[config.mk]
export PLATFORM = sky130hd
export DESIGN_NAME = rule110_frame_rx
export DESIGN_NICKNAME = d
export VERILOG_FILES = /design/src/rtl/rule110_pkg.sv /design/src/rtl/rule110_step.sv /design/src/rtl/rule110_frame_rx.sv
export SDC_FILE = /design/constraint.sdc
export NUM_CORES = 2
export LEC_CHECK = 0
export ABC_AREA = 0
export CORE_ASPECT_RATIO = 2
export CORE_MARGIN = 4
export CORE_UTILIZATION = 40
export DETAILED_ROUTE_END_ITERATION = 6
export PLACE_DENSITY = 0.75
export SLEW_MARGIN = 30
export SYNTH_ARGS = -nofsm -noshare
export SYNTH_HDL_FRONTEND = slang
export SYNTH_HIERARCHICAL = 1
export SYNTH_SLANG_ARGS = --single-unit
[constraint.sdc]
create_clock -name clk -period 2.5 [get_ports clk]
set_clock_uncertainty 0.2 [all_clocks]
set_input_delay 0.5 -clock clk [delete_from_list [all_inputs] [get_ports clk]]
set_output_delay 0.5 -clock clk [all_outputs]
set_load 0.02 [all_outputs]
[src/rtl/rule110_pkg.sv]
// Constants and FSM encoding shared by the Rule 110 automaton and its frame receiver.
package rule110_pkg;
  localparam int CELLS = 256;
  localparam int WORD  = 16;
  localparam int WORDS = CELLS / WORD;

  typedef enum logic {
    IDLE = 1'b0,
    RECV = 1'b1
  } rx_state_e;
endpackage

[src/rtl/rule110_step.sv]
// Combinational Rule 110 next-generation function; cells beyond either edge read as 0.
module rule110_step
  import rule110_pkg::*;
(
  input  logic [CELLS-1:0] cur_i,
  output logic [CELLS-1:0] nxt_o
);
  logic [CELLS-1:0] left;
  logic [CELLS-1:0] right;

  // left[i] = cur[i+1], right[i] = cur[i-1]
  assign left  = {1'b0, cur_i[CELLS-1:1]};
  assign right = {cur_i[CELLS-2:0], 1'b0};
  assign nxt_o = (left & cur_i & ~right) | (~left & cur_i) | (~cur_i & right);
endmodule

[src/rtl/rule110_frame_rx.sv]
// Reassembles 16-bit words into 256-cell generations and checks each one against
// the Rule 110 step of the previous generation.
//
// Handshake: word_in/sof are consumed on every posedge where word_valid=1; there
// is no backpressure. frame_valid, mismatch and sync_err are single-cycle pulses
// that appear the cycle after the word that caused them.
module rule110_frame_rx
  import rule110_pkg::*;
(
  input  logic             clk,
  input  logic             rst,
  input  logic [WORD-1:0]  word_in,
  input  logic             word_valid,
  input  logic             sof,
  input  logic             check_en,
  output logic [CELLS-1:0] frame_out,
  output logic             frame_valid,
  output logic             mismatch,
  output logic             sync_err,
  output logic [15:0]      frame_count,
  output logic [7:0]       err_count,
  output rx_state_e        state_dbg
);
  rx_state_e        state_q;
  logic [3:0]       idx_q;
  logic [CELLS-1:0] asm_q;
  logic [CELLS-1:0] frame_q;
  logic [CELLS-1:0] prev_q;
  logic             have_prev_q;
  logic             frame_valid_q;
  logic             mismatch_q;
  logic             sync_err_q;
  logic [15:0]      frame_count_q;
  logic [7:0]       err_count_q;

  logic [CELLS-1:0] asm_d;
  logic [CELLS-1:0] expected;
  logic             last_word;
  logic             mismatch_d;

  rule110_step u_step (
    .cur_i (prev_q),
    .nxt_o (expected)
  );

  // Words arrive in slot order, so a shift register places word 0 at [255:240]
  // once the 16th word is shifted in; an aborted frame is simply shifted out.
  assign asm_d      = {asm_q[CELLS-WORD-1:0], word_in};
  assign last_word  = (idx_q == 4'(WORDS - 1));
  assign mismatch_d = check_en & have_prev_q & (asm_d != expected);

  always_ff @(posedge clk) begin
    if (rst) begin
      state_q       <= IDLE;
      idx_q         <= '0;
      asm_q         <= '0;
      frame_q       <= '0;
      prev_q        <= '0;
      have_prev_q   <= 1'b0;
      frame_valid_q <= 1'b0;
      mismatch_q    <= 1'b0;
      sync_err_q    <= 1'b0;
      frame_count_q <= '0;
      err_count_q   <= '0;
    end else begin
      frame_valid_q <= 1'b0;
      mismatch_q    <= 1'b0;
      sync_err_q    <= 1'b0;
      if (word_valid) begin
        case (state_q)
          IDLE: begin
            if (sof) begin
              asm_q   <= asm_d;
              idx_q   <= 4'd1;
              state_q <= RECV;
            end else begin
              sync_err_q <= 1'b1;
            end
          end
          RECV: begin
            asm_q <= asm_d;
            if (sof) begin
              sync_err_q <= 1'b1;
              idx_q      <= 4'd1;
            end else begin
              idx_q <= idx_q + 4'd1;
              if (last_word) begin
                frame_q       <= asm_d;
                prev_q        <= asm_d;
                have_prev_q   <= 1'b1;
                frame_valid_q <= 1'b1;
                mismatch_q    <= mismatch_d;
                frame_count_q <= frame_count_q + 16'd1;
                if (mismatch_d && (err_count_q != 8'hFF)) begin
                  err_count_q <= err_count_q + 8'd1;
                end
                state_q <= IDLE;
              end
            end
          end
          default: state_q <= IDLE;
        endcase
      end
    end
  end

  assign frame_out   = frame_q;
  assign frame_valid = frame_valid_q;
  assign mismatch    = mismatch_q;
  assign sync_err    = sync_err_q;
  assign frame_count = frame_count_q;
  assign err_count   = err_count_q;
  assign state_dbg   = state_q;
endmodule

---- Word-level counts from Yosys, hierarchy flattened ----
Index checks and enable logic that the tools add are counted.
cells by class
  bitwise gates (word level) .............. 15
  reduce and logical (&&, ||, !) cells .... 7
  add/sub/neg operators ................... 3
  equality and inequality tests ........... 4
  multiplexer cells ....................... 12
operators with widths
  kind                     number
  $and A256 B256 Y256      3
  $not A256 Y256           2
  $or A256 B256 Y256       2
  $pmux W240 S2            1
  $and A255 B256 Y256      1
  $ne A256 B256 Y1         1
  $not A255 Y256           1
  $mux W240                1
  $add A16 B1 Y16 const B  1
  $add A8 B1 Y8 const B    1
  $mux W4                  2
  $ne A8 B8 Y1 const B     1
  $pmux W4 S2              1
  $mux W1                  5
  $reduce_and A5 Y1        1
  $reduce_or A5 Y1         1
  $add A4 B1 Y4 const B    1
  $eq A4 B4 Y1 const B     1
  $not A1 Y1               4
  $pmux W1 S2              2
  $reduce_and A4 Y1        1
  $reduce_or A4 Y1         1
  $and A1 B1 Y1            2
  $ne A2 B2 Y1 const B     1
  other kinds (3)          3
word-level totals
  bits of input ports ..................... 21
  output and inout port bits .............. 284
  bits in registers ....................... 529
  word-level logic and storage cells ...... 51

---- Longest topological paths before layout ----
  depth after elaboration ................. 8
  depth in mapped cells ................... 9
  depth with buffers taken out ............ 9

---- By module ----
The synthesis kept the hierarchy.
modules (own cells, without submodules)
  module            area each (um^2)  sequential area each (um^2)  times used  cells each
  rule110_frame_rx  21047.7           10590.2                      1           2661
  rule110_step      3049.2            0.0                          1           635

---- Worst setup path before layout ----
OpenSTA, ideal clock, no wires.
  kind .................................... register to register
  start ................................... reg prev_q[73]
  end ..................................... reg err_count_q[2], in the netlist err_count[2]
  setup time .............................. 0.121 ns
  slack ................................... -0.092 ns
  required time ........................... 2.179 ns
  data arrival time ....................... 2.270 ns
  buffers on the path ..................... 0
  period minus slack after synthesis ...... 2.592 ns
  cell stages (with the launch flop) ...... 10
  cells stage by stage .................... dfxtp_1 -> and2_1 -> a21oi_1 -> xor2_1 -> nor4_1 -> nand4_1 -> nor4_2 -> nand4_2 -> and3_1 -> mux2_4
on the way
  cells in the longest elaborated chain, start to end .. 8
  elaborated cells on any way between the ends .. 13
  those cells by class .................... eq/ne (1); bitwise (10); reduce/logical (2)
ends and longest elaborated chain
  element                          RTL line                text
  start: declaration               rule110_frame_rx.sv:28  logic [CELLS-1:0] prev_q;
  start signal: assignment         rule110_frame_rx.sv:89  prev_q <= asm_d;
  $and A255 B256 Y256              rule110_step.sv:14      assign nxt_o = (left & cur_i & ~right) | (~left & cur_i) | (~cur_i & right);
  $and A256 B256 Y256              rule110_step.sv:14
  $or A256 B256 Y256               rule110_step.sv:14
  $or A256 B256 Y256 (*)           rule110_step.sv:14
  net expected[73]                 rule110_frame_rx.sv:37  logic [CELLS-1:0] expected;
  $ne A256 B256 Y1 (*)             rule110_frame_rx.sv:50  assign mismatch_d = check_en & have_prev_q & (asm_d != expected);
  $and A1 B1 Y1 (*)                rule110_frame_rx.sv:50
  $logic_and A1 B1 Y1 (*)          rule110_frame_rx.sv:94  if (mismatch_d && (err_count_q != 8'hFF)) begin
  $reduce_and A5 Y1 (no line) (*)  --
  end signal: assignment           rule110_frame_rx.sv:95  err_count_q <= err_count_q + 8'd1;
  end: declaration                 rule110_frame_rx.sv:34  logic [7:0] err_count_q;
Mark *: on every way through the listed nets, which the timed path passes. The rest lies on a longest branch.
A chain may end at the register's enable or synchronous reset.

---- Worst setup path in the final report ----
  start ................................... reg prev_q[51]
  end ..................................... reg err_count_q[4], in the netlist err_count[4]
Same word-level chain as after synthesis.

==> qor.yml <==
power_density_nw_per_um2: 477
initial_core_util_pct: 40.3
drc_violations: 0
io_pins: 305
antenna-diode-count: 0
finalMaxSlewViolations: 0
synthesis_warning_total: 6
die_area_um2: 64500
ys_seq_elements: 529
timing.rr.end: "err_count[4]"
synth_cell_type_count: 35
detailed_place_hpwl_mm: 82.0
drive_above_1_share_pct: 27.5
synth_seq_area_share_pct: 43.9
async_reset_ff_share_pct: 0
worst_slew_margin_rel_pct: 52.3
syn_nets: 3321
drt-total-wl_mm: 108
die_x_um: 182
run_status: "finished with violations"
setup_tns_ps: -3740
total_switching_power_mw: 4.01
cp_slowest_cell: "mux2_2"
hold_ws_ps: 102
final_cycle_utilization_of_the_critical_path_pct: 120
timing.critical_path.cells: "and2_1 -> buf_4 -> a21oi_1 -> xor2_1 -> nor4_2 -> buf_4 -> nand4_1 -> nor4_2 -> buf_4 -> and4_4 -> nor4b_1 -> mux2_2"
r2r_start: "prev_q[51]"
final-hold-violation-count: 0
synth_commonest_cells: "1000 x nand2_1, 748 x a21oi_1, 529 x dfxtp_1"
die_h_um: 355
hold_path_depth: 2
first_global_vias: 26500
final_core_util_pct: 61.1
grt_antenna_before_repair: 0
cts_max_level: 2
power.share.sequential_pct: 48.5
worst_vdd_drop_v: 0.000501
gr-total-overflow: 0
path_depth: 12
tightestPinTransition_ps: 712
dp_cells: 4971
yosys.area.top_type_share_pct: 43.9
cp.required_ps: 2780
crit_top_cell: "buf_4"
grt_setup_unrepaired: "yes"
syn_area_per_cell_um2: 7.31
core_area_um2: 59700
drt_first_iter_violations: 2554
power_frac_clock_pct: 46.9
clk_path_buf_depth: 3
synth_edf_count: 0
firstDrtPassIters: 6
worstSetupEndpointType: "flop"
grt_start_max_net_pins: 116
postCtsHoldBufs: 0
synth_ff_type: "dfxtp_1"
row_count: 127
cellLeakagePower_nw: 16.1
p_int_mw: 13.4
timing.reg2reg.setup_slack_ps: -490
max_stage_delay_ps: 370
netlist_instances: 3296
fmax_mhz: 334
tritoncts_num_sinks: 529
nNetsFinal: 4278
timing.critical_path.max_delay_family: "simple AND/OR/NAND/NOR gates"
cts_inserted_buffers: 49
grt_usage_pct: 31.6
placement.io_buffers: 304
violations_in_the_final_reports: "negative setup slack"
power_frac_comb_pct: 4.5
netlist.top_cell.by_area: "dfxtp_1"
synth_most_common_cell: "nand2_1"
cts_root_buffer: "clkbuf_16"
endpoint: "err_count[4]"
critPathBufInv: 3
cp.arrival_ps: 3270
layout.cells.non_filler: 5067
p_sw_share_pct: 23.0
layout_setup_ws_ps: -495
via_per_inst: 5.38
worst_skew_pair.late_latency_ps: 610
final_period_minus_worst_setup_slack_ps: 2990
setup_viol: 9
startpoint_of_the_most_critical_setup_path: "prev_q[51]"
max_cap_viols: 0
detail_route.wl_per_cell_um: 21.2
tritoncts: "yes"
timing.critical_path.from_type: "flop"
path_max_fanout: 5
mappedNetlistArea_um2: 24100
antenna_violating_nets_post_route: 0
worst_hold_path_type: "in -> reg"
wire_length_of_the_first_global_routing_pass_mm: 157
worst_setup_hold_path_clk_slew_ps: 70
gpl.final_weighted_congestion: 1.00
via_count: 27300
synth_area_leaders: "dfxtp_1 44%, nand2_1 16%, a21oi_1 16%"
worst-setup-path-type: "reg -> reg"
area.growth.synth_to_final_pct: 51.5
ff2ff_path_depth: 12
## final cells by class
cell class / instances / area (µm²)
fill: 5179 / 23200
inverter: 3 / 11.3
timing repair buffer: 1078 / 9320
clock inverter: 20 / 259
clock buffer: 71 / 1470
sequential: 529 / 10800
multi-input combinational: 2592 / 13600
tap: 774 / 968
## metal layers
layer | vias to the layer above | global-route usage [%] | wire, µm
met5 | - | 0 | 0
met4 | 0 | 27.9 | 11900
met3 | 370 | 5.46 | 7680
met2 | 1167 | 53.1 | 51200
met1 | 13000 | 33.7 | 36900
li1 | 12800 | - | -
## power by group through the flow
stage	registers, mW	clock network, mW	logic (mW)
final	8.46	8.18	0.789
after global routing	8.46	8.53	0.822
after CTS	8.46	8.22	0.766
after detailed placement	8.66	0	0.752
after global placement	8.66	0	0.749
after floorplan	8.66	0	0.340
## placed cells by master (no fill, tap or decap), types with 22 or more instances in the layout
| cell type | n |
|---|---|
| nand2_1 | 1000 |
| buf_4 | 737 |
| a21oi_1 | 713 |
| dfxtp_1 | 339 |
| nor2_1 | 277 |
| clkdlybuf4s50_1 | 270 |
| xor2_1 | 243 |
| dfxtp_2 | 186 |
| and2_1 | 111 |
| clkbuf_16 | 51 |
| nor4_1 | 37 |
| buf_12 | 32 |
| nand4_1 | 26 |
| a21oi_2 | 25 |
| dlymetal6s2s_1 | 22 |
## state kept, by name, summed over array words and instances, names as in the netlist
register	cells
prev_q	256
idx_q	4
asm_q	240
frame_valid	1
frame_count	16
state_dbg	1
have_prev_q	1
err_count	8
mismatch	1
sync_err	1
## worst min-delay path by stage
stage                 from        endpoint  slack (ps)
2_1_floorplan  have_prev_q     have_prev_q         240
3_3_place_gp   prev_q[242]     prev_q[242]         250
3_5_place_dp   prev_q[242]     prev_q[242]         250
4_1_cts                rst  frame_count[9]          90
5_1_grt                rst        idx_q[3]         110
6_report               rst       state_dbg         100
## what timing repair did
action / in CTS / in global routing
endpoints found under the setup margin: 27 / 36
pin swaps: 33 / 29
resized for setup: 98 / 98
buffers inserted: 4 / 2
## metrics by stage
step | cell area (µm²) | setup slack [ps] | power, mW
global route | 36500 | -547 | 17.8
CTS | 36100 | -467 | 17.5
global placement | 33900 | -971 | 9.41
finish | 36500 | -495 | 17.4
floorplan | 24300 | 2.34 | 9.00
detailed placement | 33900 | -965 | 9.41
## kinds of logic (layout without fill, tap and decap cells)
family | count (synthesis) | count (layout) | share of synthesized area (%)
compound gates | 762 | 762 | 15.9
fa+ha+maj | 4 | 4 | 0.208
buf+inv | 175 | 1172 | 2.73
flops | 529 | 529 | 43.9
xor+xnor | 271 | 271 | 9.85
mux | 5 | 5 | 0.265
simple gates | 1550 | 1550 | 27.1
(Power assumes the default switching activity.)
